## config.mk

```make
export PLATFORM = sky130hd
export DESIGN_NAME = jamma_input_scanner
export DESIGN_NICKNAME = d
export VERILOG_FILES = /design/src/rtl/jamma_input_scanner.sv
export SDC_FILE = /design/constraint.sdc
export NUM_CORES = 1
export LEC_CHECK = 0
export CAP_MARGIN = 30
export CORE_ASPECT_RATIO = 0.6
export CORE_UTILIZATION = 62
export CTS_BUF_LIST = sky130_fd_sc_hd__clkbuf_4 sky130_fd_sc_hd__clkbuf_8
export DETAILED_ROUTE_END_ITERATION = 16
export PLACE_DENSITY = 0.83
export SYNTH_ARGS = -nofsm -noshare
export SYNTH_HDL_FRONTEND = slang
export SYNTH_SLANG_ARGS = --single-unit
export TNS_END_PERCENT = 1
```

## constraint.sdc

```tcl
create_clock -name clk -period 4.24 [get_ports clk]
set_input_delay 1.272 -clock clk [delete_from_list [all_inputs] [get_ports clk]]
set_output_delay 1.272 -clock clk [all_outputs]
set_load 0.005 [all_outputs]
```

## src/rtl/jamma_input_scanner.sv

```systemverilog
// Walks the 16:1 JAMMA input mux, debounces every switch into a stable image
// and queues level-change events in a 4-deep FIFO for the game logic.
module jamma_input_scanner #(
    parameter int SETTLE    = 4,
    parameter int DEB_COUNT = 3
) (
    input  logic        clk,
    input  logic        clrn,
    input  logic        ena,
    output logic [3:0]  sel,
    input  logic        mux_in,
    output logic [15:0] state,
    output logic        scan_done,
    output logic        evt_valid,
    output logic [4:0]  evt_code,
    input  logic        evt_ack,
    output logic        overflow,
    input  logic        ovf_clr
);

    typedef enum logic [1:0] {ST_IDLE, ST_SETTLE, ST_SAMPLE} fsm_t;

    localparam logic [3:0] SETTLE_LOAD = 4'(SETTLE - 1);
    localparam logic [3:0] DEB_LAST    = 4'(DEB_COUNT - 1);

    fsm_t       fsm;
    logic [3:0] settle_cnt;
    logic [3:0] deb [16];

    logic       disagree;
    logic       flip;
    logic       full;
    logic       pop;
    logic       do_push;
    logic       drop;

    logic [4:0] fifo_mem [4];
    logic [1:0] wr_ptr;
    logic [1:0] rd_ptr;
    logic [2:0] count;

    assign evt_valid = (count != 3'd0);
    assign evt_code  = evt_valid ? fifo_mem[rd_ptr] : 5'd0;

    // NOTE: every signal gets a value on every path here, so no latch is inferred.
    always_comb begin
        disagree = (mux_in != state[sel]);
        flip     = (fsm == ST_SAMPLE) && disagree && (deb[sel] == DEB_LAST);
        full     = (count == 3'd4);
        pop      = evt_valid && evt_ack;
        do_push  = flip && (!full || pop);
        drop     = flip && full && !pop;
    end

    // NOTE: sequential state uses non-blocking assignments so all registers
    // update together from the values present before the edge.
    always_ff @(posedge clk or negedge clrn) begin
        if (!clrn) begin
            fsm        <= ST_IDLE;
            sel        <= 4'd0;
            settle_cnt <= 4'd0;
            state      <= 16'd0;
            scan_done  <= 1'b0;
            for (int i = 0; i < 16; i++) deb[i] <= 4'd0;
        end else begin
            scan_done <= 1'b0;
            case (fsm)
                ST_IDLE: begin
                    sel <= 4'd0;
                    if (ena) begin
                        fsm        <= ST_SETTLE;
                        settle_cnt <= SETTLE_LOAD;
                    end
                end
                ST_SETTLE: begin
                    if (!ena) begin
                        fsm <= ST_IDLE;
                        sel <= 4'd0;
                    end else if (settle_cnt == 4'd0) begin
                        fsm <= ST_SAMPLE;
                    end else begin
                        settle_cnt <= settle_cnt - 4'd1;
                    end
                end
                ST_SAMPLE: begin
                    if (!disagree) begin
                        deb[sel] <= 4'd0;
                    end else if (flip) begin
                        state[sel] <= mux_in;
                        deb[sel]   <= 4'd0;
                    end else begin
                        deb[sel] <= deb[sel] + 4'd1;
                    end
                    scan_done <= (sel == 4'd15);
                    if (ena) begin
                        fsm        <= ST_SETTLE;
                        settle_cnt <= SETTLE_LOAD;
                        sel        <= sel + 4'd1;
                    end else begin
                        fsm <= ST_IDLE;
                        sel <= 4'd0;
                    end
                end
                default: begin
                    fsm <= ST_IDLE;
                    sel <= 4'd0;
                end
            endcase
        end
    end

    // NOTE: the event storage carries no reset; evt_code is masked while empty,
    // so stale contents are never visible.
    always_ff @(posedge clk) begin
        if (do_push) fifo_mem[wr_ptr] <= {mux_in, sel};
    end

    always_ff @(posedge clk or negedge clrn) begin
        if (!clrn) begin
            wr_ptr   <= 2'd0;
            rd_ptr   <= 2'd0;
            count    <= 3'd0;
            overflow <= 1'b0;
        end else begin
            if (do_push) wr_ptr <= wr_ptr + 2'd1;
            if (pop)     rd_ptr <= rd_ptr + 2'd1;
            count <= count + {2'd0, do_push} - {2'd0, pop};
            // A new drop takes priority over a clear in the same cycle.
            if (drop)         overflow <= 1'b1;
            else if (ovf_clr) overflow <= 1'b0;
        end
    end

endmodule

```

# After elaboration in Yosys (flattened, before gate mapping)

Memories as Yosys holds them, arrays and structs flattened.
Index checks and enable logic that the tools add are counted.
Widths: inputs -> output; s select.

Memories kept: 1
Output and inout port bits: 28
Bits of input ports: 6
Bits in writable memories: 20
Word-level logic and storage cells: 103
Bits in registers: 99

Memories:

| name     | words | width | read ports | clocked after Yosys merged registers in | write ports | line | RTL |
|---|---|---|---|---|---|---|---|
| fifo_mem | 4     | 5     | 1          | 0                                       | 1           | 37   | `logic [4:0] fifo_mem [4];` |

Muxes and demuxes: 31
Magnitude comparators: 4
Bitwise gates (word level): 3
Add/sub/neg operators: 7
Reduce and logical (&&, ||, !) cells: 20
Equality and inequality tests: 12

Operator list:

| operator            | count |
|---|---|
| $mux 64             | 2 |
| $and 64x64->64      | 1 |
| $bwmux 64           | 1 |
| $not 64->64         | 1 |
| $mux 4              | 8 |
| $bmux 4 s4          | 1 |
| $bwmux 16           | 1 |
| $demux 4 s4         | 1 |
| $pmux 4 s2          | 2 |
| $add 4x1->4 const B | 2 |
| $logic_and 1x1->1   | 8 |
| $mux 1              | 8 |
| $ne 2x2->1 const B  | 4 |
| $mux 2              | 3 |
| $pmux 2 s3          | 1 |
| $ge 5x5->1 const B  | 1 |
| $lt 4x5->1 const B  | 1 |
| $lt 5x1->1 const B  | 1 |
| $mux 5              | 1 |
| $not 4->5           | 1 |
| $add 2x1->2 const B | 2 |
| $bmux 1 s4          | 1 |
| $demux 1 s4         | 1 |
| $eq 4x2->1 const B  | 1 |
| other kinds (21)    | 23 |

# Depth between registers and ports, before layout

Depth after elaboration: 9
Depth in mapped cells: 18
Gate-level depth less buffers: 14

# Worst setup path after synthesis

No wires, ideal clock.

Path type: reg2reg
Start point: reg sel[0]
End point: reg count[2]
Data required time: 4.117 ns
Path buffers: 3
Slack: 0.596 ns
Library setup time: 0.123 ns
Cell stages (with the launch flop): 18
Arrival: 3.521 ns
Cells stage by stage: dfrtp_1 -> buf_6 -> buf_6 -> mux4_2 -> a22oi_1 -> nand2_1 -> inv_1 -> ha_1 -> and3_1 -> a22oi_4 -> a211oi_4 -> nor2b_1 -> buf_2 -> ha_1 -> inv_1 -> fa_1 -> xnor2_1 -> xnor2_1

Longest elaborated chain between the ends: 9
Elaborated cells between the ends (all ways): 13
Classes of those cells: add/sub: 2; eq/ne: 2; mux: 5; bitwise: 1; reduce/logical: 3

Ends and longest elaborated chain:

| element                                   | line | RTL |
|---|---|---|
| from (decl)                               | 10   | `output logic [3:0] sel,` |
| from (signal assigned)                    | 98   | `sel <= sel + 4'd1;` |
| $not 4->5 (implied by the code)           | 48   | `flip = (fsm == ST_SAMPLE) && disagree && (deb[sel] == DEB_LAST);` |
| $bmux 4 s4                                | 48   |  |
| $mux 4 (implied by the code) (2 in a row) | 48   |  |
| $eq 4x2->1                                | 48   |  |
| $logic_and 1x1->1 (*)                     | 48   |  |
| $logic_and 1x1->1 (*)                     | 51   | `do_push = flip && (!full \|\| pop);` |
| $add 3x1->3 (*)                           | 127  | `count <= count + {2'd0, do_push} - {2'd0, pop};` |
| $sub 3x1->3 (*)                           | 127  |  |
| to (signal assigned)                      | 127  |  |
| to (decl)                                 | 40   | `logic [2:0] count;` |

Every way passes the cells marked *; elsewhere a longest branch is shown, timed or not. The select of a mux whose other input is x is not followed.
A chain may end at the register's enable or synchronous reset.

# Worst setup path after layout

Start point: reg sel[1]
End point: reg deb[49] in the netlist's numbering

Longest elaborated chain between the ends: 9
Elaborated cells between the ends (all ways): 21
Classes of those cells: add/sub: 1; order compare: 2; eq/ne: 2; mux: 10; bitwise: 3; reduce/logical: 3

Ends and longest elaborated chain:

| element                                                             | line | RTL |
|---|---|---|
| parallel branches: the longest is 8 deep, another holds $add 4x1->4 | n/a  |  |
| $mux 64 (*)                                                         | 86   | `if (!disagree) begin` |
| to (signal, indexed assignment)                                     | 92   | `deb[sel] <= deb[sel] + 4'd1;` |
| to (decl)                                                           | 28   | `logic [3:0] deb [16];` |

Every way passes the cells marked *. The select of a mux whose other input is x is not followed.

==> results.json <==
{
  "power.switching_mw": 0.680,
  "boundaryPins": 34,
  "cts_setup_buffers": 0,
  "finalPower_mw": 2.68,
  "worst_slack_ns": 0.381,
  "syn_inst": 407,
  "dpl_worst_slack_ns": 0.476,
  "critPathMaxFanout": 17,
  "yosys_register_bits": 119,
  "synth_ff_type": "dfrtp_1",
  "wl_per_cell_um": 20.9,
  "grt_pass1_vias": 3597,
  "htreeDepth": 4,
  "yosysSeqAreaShare_pct": 53.3,
  "antenna_left": 0,
  "synth.avg_cell_area_um2": 14.2,
  "worst_slew_pin_slew_ns": 1.10,
  "clock_power_share_pct": 39.6,
  "sw_frac_of_total_pct": 25.4,
  "cts.sinks": 119,
  "die-area_um2": 9720,
  "arrival_ns": 4.22,
  "clockRootBuffer": "clkbuf_8",
  "grt_max_degree": 66,
  "layout.cells.non_filler": 579,
  "start_util_pct": 65.8,
  "synth_cell_types": 48,
  "placed_area_um2": 6270,
  "use_met1_pct": 43.1,
  "synth_nets": 427,
  "core-area_um2": 8780,
  "die_w_um": 127,
  "max_freq_mhz": 259,
  "tritoncts": "done",
  "drive_gt1_share_pct": 33.8,
  "stdcell_area_um2": 6680,
  "rows": 26,
  "finalHoldViolations": 0,
  "antenna_found_initial": 0,
  "cts_resized": 0,
  "fin_skew_ns": 0.0151,
  "synth_fa_ha_area_share_pct": 3.16,
  "grt_setup_unrepaired": "no",
  "hold_class": "reg2reg",
  "ctsHoldBuffers": 0,
  "drtIter0Drc": 297,
  "vias": 3509,
  "setup_viol": 0,
  "async_flop_share_pct": 83.2,
  "synth-compound-area-share_pct": 3.59,
  "synthXorXnorAreaFrac_pct": 1.21,
  "viasPerCell": 6.06,
  "drc": 0,
  "grt_pass1_wl_um": 19900,
  "synth-edff-count": 20,
  "insertion_delay_ns": 0.44,
  "report.final.slew_viol_count": 0,
  "start_kind": "flip-flop",
  "combinationalPowerShare_pct": 13.2,
  "final_nets": 474,
  "syn-cell-area_um2": 5780,
  "maxCapViolations": 0,
  "power_density_nw_per_um2": 401,
  "postLayoutCoreUtil_pct": 76.0,
  "crit_type": "reg2reg",
  "synth_top_family_by_area": "multiplexers",
  "path_clk_slew_ns": 0.07,
  "ir_drop_mv": 0.277,
  "grt_util_met3_pct": 6.56,
  "relSlewSlack_pct": 26.3,
  "period_share_pct": 91.0,
  "p_leak_nw": 2.93,
  "cp.required_ns": 4.60,
  "whs_ns": 0.494,
  "place_congestion": 0.871,
  "tns_ns": 0,
  "dp_hpwl_um": 8560,
  "clockBufferDepth": 2,
  "dr.pass1.iters": 6,
  "status": "finished, final reports clean",
  "routed_wl_um": 12100,
  "pwr-share-seq_pct": 47.2,
  "grt-busiest-layer": "met1",
  "use_met2_pct": 39.2,
  "dpl.cell_count": 547,
  "grt_remaining_overflow": 0,
  "antenna_cells": 0,
  "p_int_mw": 2.00,
  "numCtsBuffers": 17,
  "synthSimpleGateAreaFrac_pct": 8.92,
  "area_growth_pct": 15.5,
  "yosysWarningCount": 0,
  "dieHeight_um": 76.8,
  "grtUsageTotal_pct": 28.2,
  "io_buffers": 33,
  "synthMuxAreaShare_pct": 26.7,
  "period_minus_slack_ns": 3.86,
  "critPathCaptureType": "flip-flop"
}
-- final cells by class --
class	count	area (um^2)
Clock buffer	20	256
Clock inverter	12	151
Fill cell	546	2110
Inverter	14	52.6
Multi-Input combinational cell	252	2520
Sequential cell	119	3080
Tap cell	112	140
Timing Repair Buffer	50	475
-- kinds of logic after synthesis --
| kind of cell | Yosys count |
|---|---|
| AOI/OAI and AO/OA | 22 |
| xor gates and xnor gates | 8 |
| adders and majority gates | 14 |
| buffers and inverters | 36 |
| DFF | 119 |
| muxes | 112 |
| and+or+nand+nor | 96 |
-- placed cells by master, fill, tap and decap left out, types with 5 or more instances in the layout --
cell type and n:
clkbuf_8 17, clkdlybuf4s50_1 32, mux2i_1 10, mux2_4 9
nor2_1 19, edfxtp_1 20, nor2b_1 8, nand2_1 19
mux2_2 64, dfrtp_1 99, mux2_1 6, xnor2_1 5
nor3_1 5, and2_1 12, nand3_1 18, mux4_2 22
a22oi_1 6, buf_4 17, ha_1 13, inv_1 14
-- synthesized netlist by cell type (3+ instances only) --
library cell | n | area share, %
mux2i_1 | 10 | 1.7
a22oi_1 | 6 | 0.78
xnor2_1 | 5 | 0.76
clkbuf_1 | 10 | 0.65
mux2_1 | 6 | 1.2
mux4_2 | 22 | 8.6
a22oi_2 | 4 | 0.87
ha_1 | 13 | 2.8
mux2_2 | 64 | 12
nor2b_1 | 8 | 0.87
mux2_4 | 9 | 2.3
inv_1 | 14 | 0.91
dfrtp_1 | 99 | 43
buf_1 | 3 | 0.19
and2_1 | 12 | 1.3
a21oi_1 | 4 | 0.35
nor3_1 | 5 | 0.43
nand2_1 | 19 | 1.2
buf_6 | 5 | 0.97
nand3_1 | 18 | 1.6
xor2_1 | 3 | 0.45
edfxtp_1 | 20 | 10
nor2_1 | 19 | 1.2
-- critical path, cell delays in order, from the launching register on --
cell	delay, ns
dfrtp_1	0.94
mux4_2	0.42
a22oi_1	0.28
nand2_1	0.17
ha_1	0.22
and3_1	0.17
a22oi_4	0.27
o2bb2ai_2	0.14
nor2_1	0.85
mux2_2	0.32
-- flip-flops by register name, summed over array words and instances (netlist names) --
register	flops
count	3
state	16
rd_ptr	2
wr_ptr	2
fifo_mem	20
scan_done	1
overflow	1
sel	4
fsm	2
settle_cnt	4
deb	64
-- layer usage --
layer | part of all wire, % | wire [um]
met1 | 49 | 5960
met2 | 43 | 5230
met3 | 6.0 | 721
met4 | 1.4 | 167
met5 | 0 | 0
-- path summary, 6_finish.rpt --
kind,startpoint,end,depth (start not counted),slack [ns]
hold / removal,deb[59],deb[59],1,0.49
min in group asynchronous,clrn,state[9],1,0.74
setup / recovery,sel[1],deb[49],9,0.38
setup reg to reg,sel[1],deb[49],9,0.38
hold reg to reg,deb[59],deb[59],1,0.49
max in group asynchronous,clrn,deb[44],3,2.73
-- power by group through the flow --
stage	Sequential, mW	Clock, mW	Combinational [mW]
after floorplan	1.25	0	0.242
after global placement	1.28	0	0.337
after detailed placement	1.29	0	0.356
after CTS	1.27	1.08	0.357
after global routing	1.27	1.12	0.390
final	1.27	1.06	0.353
Note: power is estimated with default switching activity, not from simulation.
